<file path="src/rtl/wb_daq_dma_writer.sv">
`default_nettype none
// ============================================================================
// Module      : wb_daq_dma_writer
// Description : Single-channel DMA write engine. It pulls 32-bit ADC samples
//               from a valid/ready stream and writes them to consecutive word
//               addresses through a Wishbone classic master port. It reports
//               completion with a done pulse and a sticky error flag.
//               Optional build macro WB_DAQ_DMA_CIRCULAR_EN: wrap to base at
//               length and keep running until stop, error or reset.
// Revision    : 1.0 - initial release
// ============================================================================
module wb_daq_dma_writer #(
  parameter int AW        = 32,
  parameter int DW        = 32,
  parameter int MAX_RETRY = 15
) (
  input  logic          wb_clk,
  input  logic          wb_rst,
  input  logic          start,
  input  logic          stop,
  input  logic [AW-1:0] base_adr,
  input  logic [15:0]   length,
  input  logic [DW-1:0] sample_dat,
  input  logic          sample_valid,
  output logic          sample_ready,
  output logic [AW-1:0] wb_master_adr_o,
  output logic [DW-1:0] wb_master_dat_o,
  output logic [3:0]    wb_master_sel_o,
  output logic          wb_master_we_o,
  output logic          wb_master_cyc_o,
  output logic          wb_master_stb_o,
  output logic [2:0]    wb_master_cti_o,
  output logic [1:0]    wb_master_bte_o,
  input  logic [DW-1:0] wb_master_dat_i,
  input  logic          wb_master_ack_i,
  input  logic          wb_master_err_i,
  input  logic          wb_master_rty_i,
  output logic          busy,
  output logic          done,
  output logic          error,
  output logic [15:0]   words_written
);

  // Retry counter must be able to hold MAX_RETRY + 1 (the aborting attempt).
  localparam int              RW          = $clog2(MAX_RETRY + 2);
  localparam logic [RW-1:0]   c_max_retry = RW'(MAX_RETRY);

  typedef enum logic [2:0] {
    S_IDLE    = 3'd0,
    S_FETCH   = 3'd1,
    S_BUS     = 3'd2,
    S_BACKOFF = 3'd3,
    S_FINISH  = 3'd4
  } state_t;

  state_t          r_state;
  state_t          w_state_nxt;

  logic [AW-1:0]   r_base;
  logic [15:0]     r_len;
  logic [15:0]     r_cnt;
  logic [DW-1:0]   r_dat;
  logic [RW-1:0]   r_retry;
  logic            r_error;
  logic            r_wrap_done;

  logic [15:0]     w_cnt_inc;
  logic            w_last;
  logic [RW-1:0]   w_retry_inc;
  logic            w_retry_over;
  logic            w_ack_end;
  logic            w_unused;

  assign w_cnt_inc    = r_cnt + 16'd1;
  assign w_last       = (w_cnt_inc == r_len);
  assign w_retry_inc  = r_retry + RW'(1);
  assign w_retry_over = (w_retry_inc > c_max_retry);

  // In circular mode reaching length only wraps; only stop ends the run.
`ifdef WB_DAQ_DMA_CIRCULAR_EN
  assign w_ack_end = stop;
`else
  assign w_ack_end = w_last | stop;
`endif

  // Read data is never used and the word address ignores the byte lanes.
  assign w_unused = ^{wb_master_dat_i, base_adr[1:0]};

  assign wb_master_adr_o = r_base + AW'({r_cnt, 2'b00});
  assign wb_master_dat_o = r_dat;
  assign wb_master_cti_o = 3'b000;
  assign wb_master_bte_o = 2'b00;
  assign error           = r_error;
  assign words_written   = r_cnt;

  // State register; reset drops the bus cycle immediately.
  always_ff @(posedge wb_clk or posedge wb_rst) begin
    if (wb_rst) r_state <= S_IDLE;
    else        r_state <= w_state_nxt;
  end

  // Next-state and bus/handshake outputs.
  always_comb begin
    w_state_nxt     = r_state;
    sample_ready    = 1'b0;
    wb_master_cyc_o = 1'b0;
    wb_master_stb_o = 1'b0;
    wb_master_we_o  = 1'b0;
    wb_master_sel_o = 4'h0;
    busy            = 1'b1;
    done            = r_wrap_done;
    case (r_state)
      S_IDLE: begin
        busy = 1'b0;
        if (start) w_state_nxt = (length == 16'd0) ? S_FINISH : S_FETCH;
      end
      S_FETCH: begin
        sample_ready = 1'b1;
        if (sample_valid) w_state_nxt = S_BUS;
        else if (stop)    w_state_nxt = S_FINISH;
      end
      S_BUS: begin
        wb_master_cyc_o = 1'b1;
        wb_master_stb_o = 1'b1;
        wb_master_we_o  = 1'b1;
        wb_master_sel_o = 4'hF;
        if (wb_master_err_i)      w_state_nxt = S_FINISH;
        else if (wb_master_ack_i) w_state_nxt = w_ack_end ? S_FINISH : S_FETCH;
        else if (wb_master_rty_i) w_state_nxt = w_retry_over ? S_FINISH : S_BACKOFF;
      end
      S_BACKOFF: w_state_nxt = S_BUS;
      S_FINISH: begin
        done        = 1'b1;
        w_state_nxt = S_IDLE;
      end
      default: w_state_nxt = S_IDLE;
    endcase
  end

  // Transfer context, beat counter, retry counter and error flag.
  always_ff @(posedge wb_clk or posedge wb_rst) begin
    if (wb_rst) begin
      r_base      <= '0;
      r_len       <= '0;
      r_cnt       <= '0;
      r_dat       <= '0;
      r_retry     <= '0;
      r_error     <= 1'b0;
      r_wrap_done <= 1'b0;
    end else begin
      r_wrap_done <= 1'b0;
      case (r_state)
        S_IDLE: begin
          if (start) begin
            r_base  <= {base_adr[AW-1:2], 2'b00};
            r_len   <= length;
            r_cnt   <= '0;
            r_retry <= '0;
            r_error <= 1'b0;
          end
        end
        S_FETCH: begin
          if (sample_valid) r_dat <= sample_dat;
        end
        S_BUS: begin
          if (wb_master_err_i) begin
            r_error <= 1'b1;
          end else if (wb_master_ack_i) begin
            r_retry <= '0;
`ifdef WB_DAQ_DMA_CIRCULAR_EN
            if (w_last) begin
              r_cnt       <= '0;
              r_wrap_done <= 1'b1;
            end else begin
              r_cnt <= w_cnt_inc;
            end
`else
            r_cnt <= w_cnt_inc;
`endif
          end else if (wb_master_rty_i) begin
            r_retry <= w_retry_inc;
            if (w_retry_over) r_error <= 1'b1;
          end
        end
        default: ;
      endcase
    end
  end

endmodule
`default_nettype wire

</file>
<file path="config.mk">
export PLATFORM = sky130hd
export DESIGN_NAME = wb_daq_dma_writer
export DESIGN_NICKNAME = d
export VERILOG_FILES = /design/src/rtl/wb_daq_dma_writer.sv
export SDC_FILE = /design/constraint.sdc
export NUM_CORES = 1
export LEC_CHECK = 0
export BUFFER_PORTS_ARGS = -buffer_cell sky130_fd_sc_hd__buf_2
export CORE_MARGIN = 3
export CORE_UTILIZATION = 35
export DETAILED_ROUTE_END_ITERATION = 8
export PLACE_DENSITY = 0.6
export SLEW_MARGIN = 20
export SYNTH_ARGS = -nofsm -noshare
export SYNTH_HDL_FRONTEND = slang
export SYNTH_SLANG_ARGS = --single-unit
</file>
<file path="constraint.sdc">
create_clock -name wb_clk -period 5.43 [get_ports wb_clk]
set_input_delay 0.543 -clock wb_clk [delete_from_list [all_inputs] [get_ports wb_clk]]
set_output_delay 0.543 -clock wb_clk [all_outputs]
set_load 0.05 [all_outputs]
</file>
==> impl_results.md <==
* Setup-failing EPs final at 0
* Asr flop ratio synth at between 90% and 100%
* Setup TNS at 0 ps
* Slew @ Worst Pin at 978 ps
* HPWL reported at the end of detailed placement at about 12,000 µm
* Die height at 137 µm
* Post-CTS Hold Fix Bufs at 0
* Io pins at roughly 220
* Synthesis-to-layout area growth at 21.2%
* FF+latch count, synth at about 100
* Main area contributors after synthesis: dfrtp_1 43%, mux2_2 9.5%, xnor2_1 5.1%, mux2_1 4.9%, ha_1 3.9%
* Drt pass-1 iters at 5
* Distinct cells, synth at a little under 70
* GR Overflow Total at 0
* Maximum VDD drop at about 0.37 mV
* Top_reg_cell synth: dfrtp_1
* Worst-Skew Late Latency at approximately 350 ps
* Final net count at ~860
* CP max stage cell: dfrtp_1
* Root Buffer: clkbuf_16
* Port Buf Inserts at 174
* TritonCTS buffer count at 9
* Setup repair after global routing missed its margin: no
* Worst Path Max Fanout at 10
* Placeable Area at 0.0167 mm²
* Worst path max stage delay at ~530 ps
* Synth warn at 0
* Cell count after synthesis at around 570
* Starting Density at between 30% and 40%
* CTS resizes at 0
* Post-CTS Setup Bufs at 0
* Comb power frac at between 50% and 60%
* Slew headroom at between 30% and 40%
* Final wirelength at about 15,000 µm
* Clock network fraction of total power at approximately 14%
* DRC at 0
* Count leader, synth: dfrtp_1
* Avg Inst Size Synth at between 10 and 15 µm²
* First-pass GRT wire length at between 20,000 and 25,000 µm
* Layout Utilization at between 40% and 50%
* Chip Width at approximately 140 µm
* Metal2 WL at around 7100 µm
* Largest net degree at the start of global routing at 59
* Critical Path RT at between 4000 and 5000 ps
* Worst min path class: in2async
* Number of nets with antenna violations after routing at 0
* Post-synth top area cell: dfrtp_1
* CP Cell Sequence: ha_1 -> a21o_1 -> a21o_1 -> a221o_1 -> a41oi_1 -> o21ai_1 -> nand4_1 -> xnor2_1 -> buf_2
* Pwr Density at between 600 and 700 mW/mm²
* Htree depth at 3
* WP data arrival at ~3400 ps
* Setup CP Type: reg2out
* Initial drt markers at roughly 140
* Synth top area share at between 40% and 50%
* Wire per inst at around 16 µm
* Fin crit period at between 3000 and 4000 ps
* DR vias at 4,886
* Fin. Hold Viols at 0
* Clk slew on worst S/H paths at 80 ps
* Critical Path Most Common Cell: a21o_1
* FF-to-FF path depth at 8
* Sw frac at between 50% and 60%
* Count of pins over their slew limit at 0
* Final period utilization at around 73%
* DRT met1 WL at approximately 6500 µm
* Max-cap check violation count at 0
* Met3 WL at ~1300 µm
* Num Clock Sinks at 103
* Initial antenna violation count at 2
* Status: finished, final reports clean
* Synth cell count leaders: 103 x dfrtp_1, 51 x mux2_2, 35 x xnor2_1
* Seq/Total Area, Yosys at a little over two fifths
* CTS max path bufs at 2
* Register share of total power at between 20% and 30%
* Leak at approximately 3.4 nW
* All-Layer GR Usage at 16.3%
* Setup crit end kind: output pin
* Hold_ws at around 250 ps
* Vias per cell at approximately 5.1
* Highest routed layer: met5
* Vias in the first global route at between 4,000 and 5,000
* Antenna diode instance count at 0
* Placer congestion estimate at a little under 0.9
* Clock Skew at 10.3 ps
* Total internal power at 0.00223 W
* Switching power at ~0.0023 W
* Die area at 0.0188 mm²
* EDFF count, synth at 0
* Crit start category: flop
* Row count at 47
* Post-Syn Area at between 0.006 and 0.007 mm²
* Fmax at about 250 MHz
* Layout fillers at ~1,600
* Share of layout cells above drive strength 1 at 36.2%
* TritonCTS clock tree: done
[stage by stage]
stage                     power [W]  setup WS, ps  area (µm²)  std cells
after floorplan             0.00338          1700        6040        575
after global placement      0.00384          1950        6980        933
after detailed placement    0.00391          1890        6980        933
after CTS                   0.00459          1470        7290        949
after global routing        0.00483          1230        7290        949
final                       0.00455          1470        7290        949
[power by group through the flow]
| stage | combinational (W) | sequential [W] | clock, W |
|---|---|---|---|
| floorplan | 0.00165 | 0.00173 | 0 |
| global placement | 0.00250 | 0.00134 | 0 |
| detailed placement | 0.00256 | 0.00135 | 0 |
| CTS | 0.00256 | 0.00135 | 0.000686 |
| global route | 0.00271 | 0.00139 | 0.000721 |
| finish | 0.00254 | 0.00135 | 0.000659 |
[worst max-delay path, delay by kind of cell (launching register included)]
family          cells  cell delay, ps
flops               1             530
buf+inv             1             300
compound gates      5            1440
xor+xnor            1             160
simple gates        1             210
fa+ha+maj           1             440
[cells by family (layout without fill, tap and decap cells)]
kind of cell,Yosys count,after routing,share of synthesized area (%)
fa+ha+maj,20,20,4.28
flops,103,103,42.8
xor+xnor,49,49,7.25
buf+inv,59,213,5.09
other cells,1,7,0.0623
compound gates,111,111,12.1
mux,80,80,14.9
simple gates,146,146,13.4
[layer usage]
layer | GRT usage, % | vias up
li1 | - | 2339
met1 | 20.0 | 2349
met2 | 26.8 | 173
met3 | 6.29 | 21
met4 | 4.55 | 4
met5 | 0 | -
[sequential cells by signal (all words and copies together), names as in the netlist]
register         flops
r_state              3
r_len               16
r_retry              5
wb_master_dat_o     32
r_base              30
words_written       16
error                1
[cell usage in the layout, fill, tap and decap left out, drive strengths merged, types with 5 or more instances in the layout]
cell	Yosys	final
xor2	13	13
a31oi	7	7
conb	1	7
dfrtp	103	103
o31ai	8	8
inv	20	24
clkbuf	9	10
mux2	77	77
nand3	17	17
xnor2	36	36
o21ai	40	40
buf	30	177
nor4	9	9
and3	8	8
ha	19	19
nand2	34	34
nor3	14	14
o21a	5	5
a21o	7	7
nand4	12	12
nor2	34	34
a21oi	18	18
[cell type report]
cell class	instances	area (µm²)	area share (%)
multi-input cells	413	3160	43.3
flip-flops and latches	103	2580	35.3
repair buffers	177	893	12.2
well taps	220	275	3.77
clock buffers	10	239	3.28
inverters	20	77.6	1.06
clock inverters	6	70.1	0.961
[path summary, 6_finish.rpt]
path	slack [ps]	endpoint	from
hold reg to reg	480	wb_master_dat_o[0]	wb_master_dat_o[0]
hold / removal	250	r_base[26]	wb_rst
setup reg to reg	2630	r_state[0]	words_written[0]
max in group asynchronous	4020	r_retry[4]	wb_rst
setup / recovery	1470	wb_master_adr_o[31]	words_written[8]
min in group wb_clk	400	wb_master_dat_o[23]	sample_dat[23]
(Power assumes the default switching activity.)
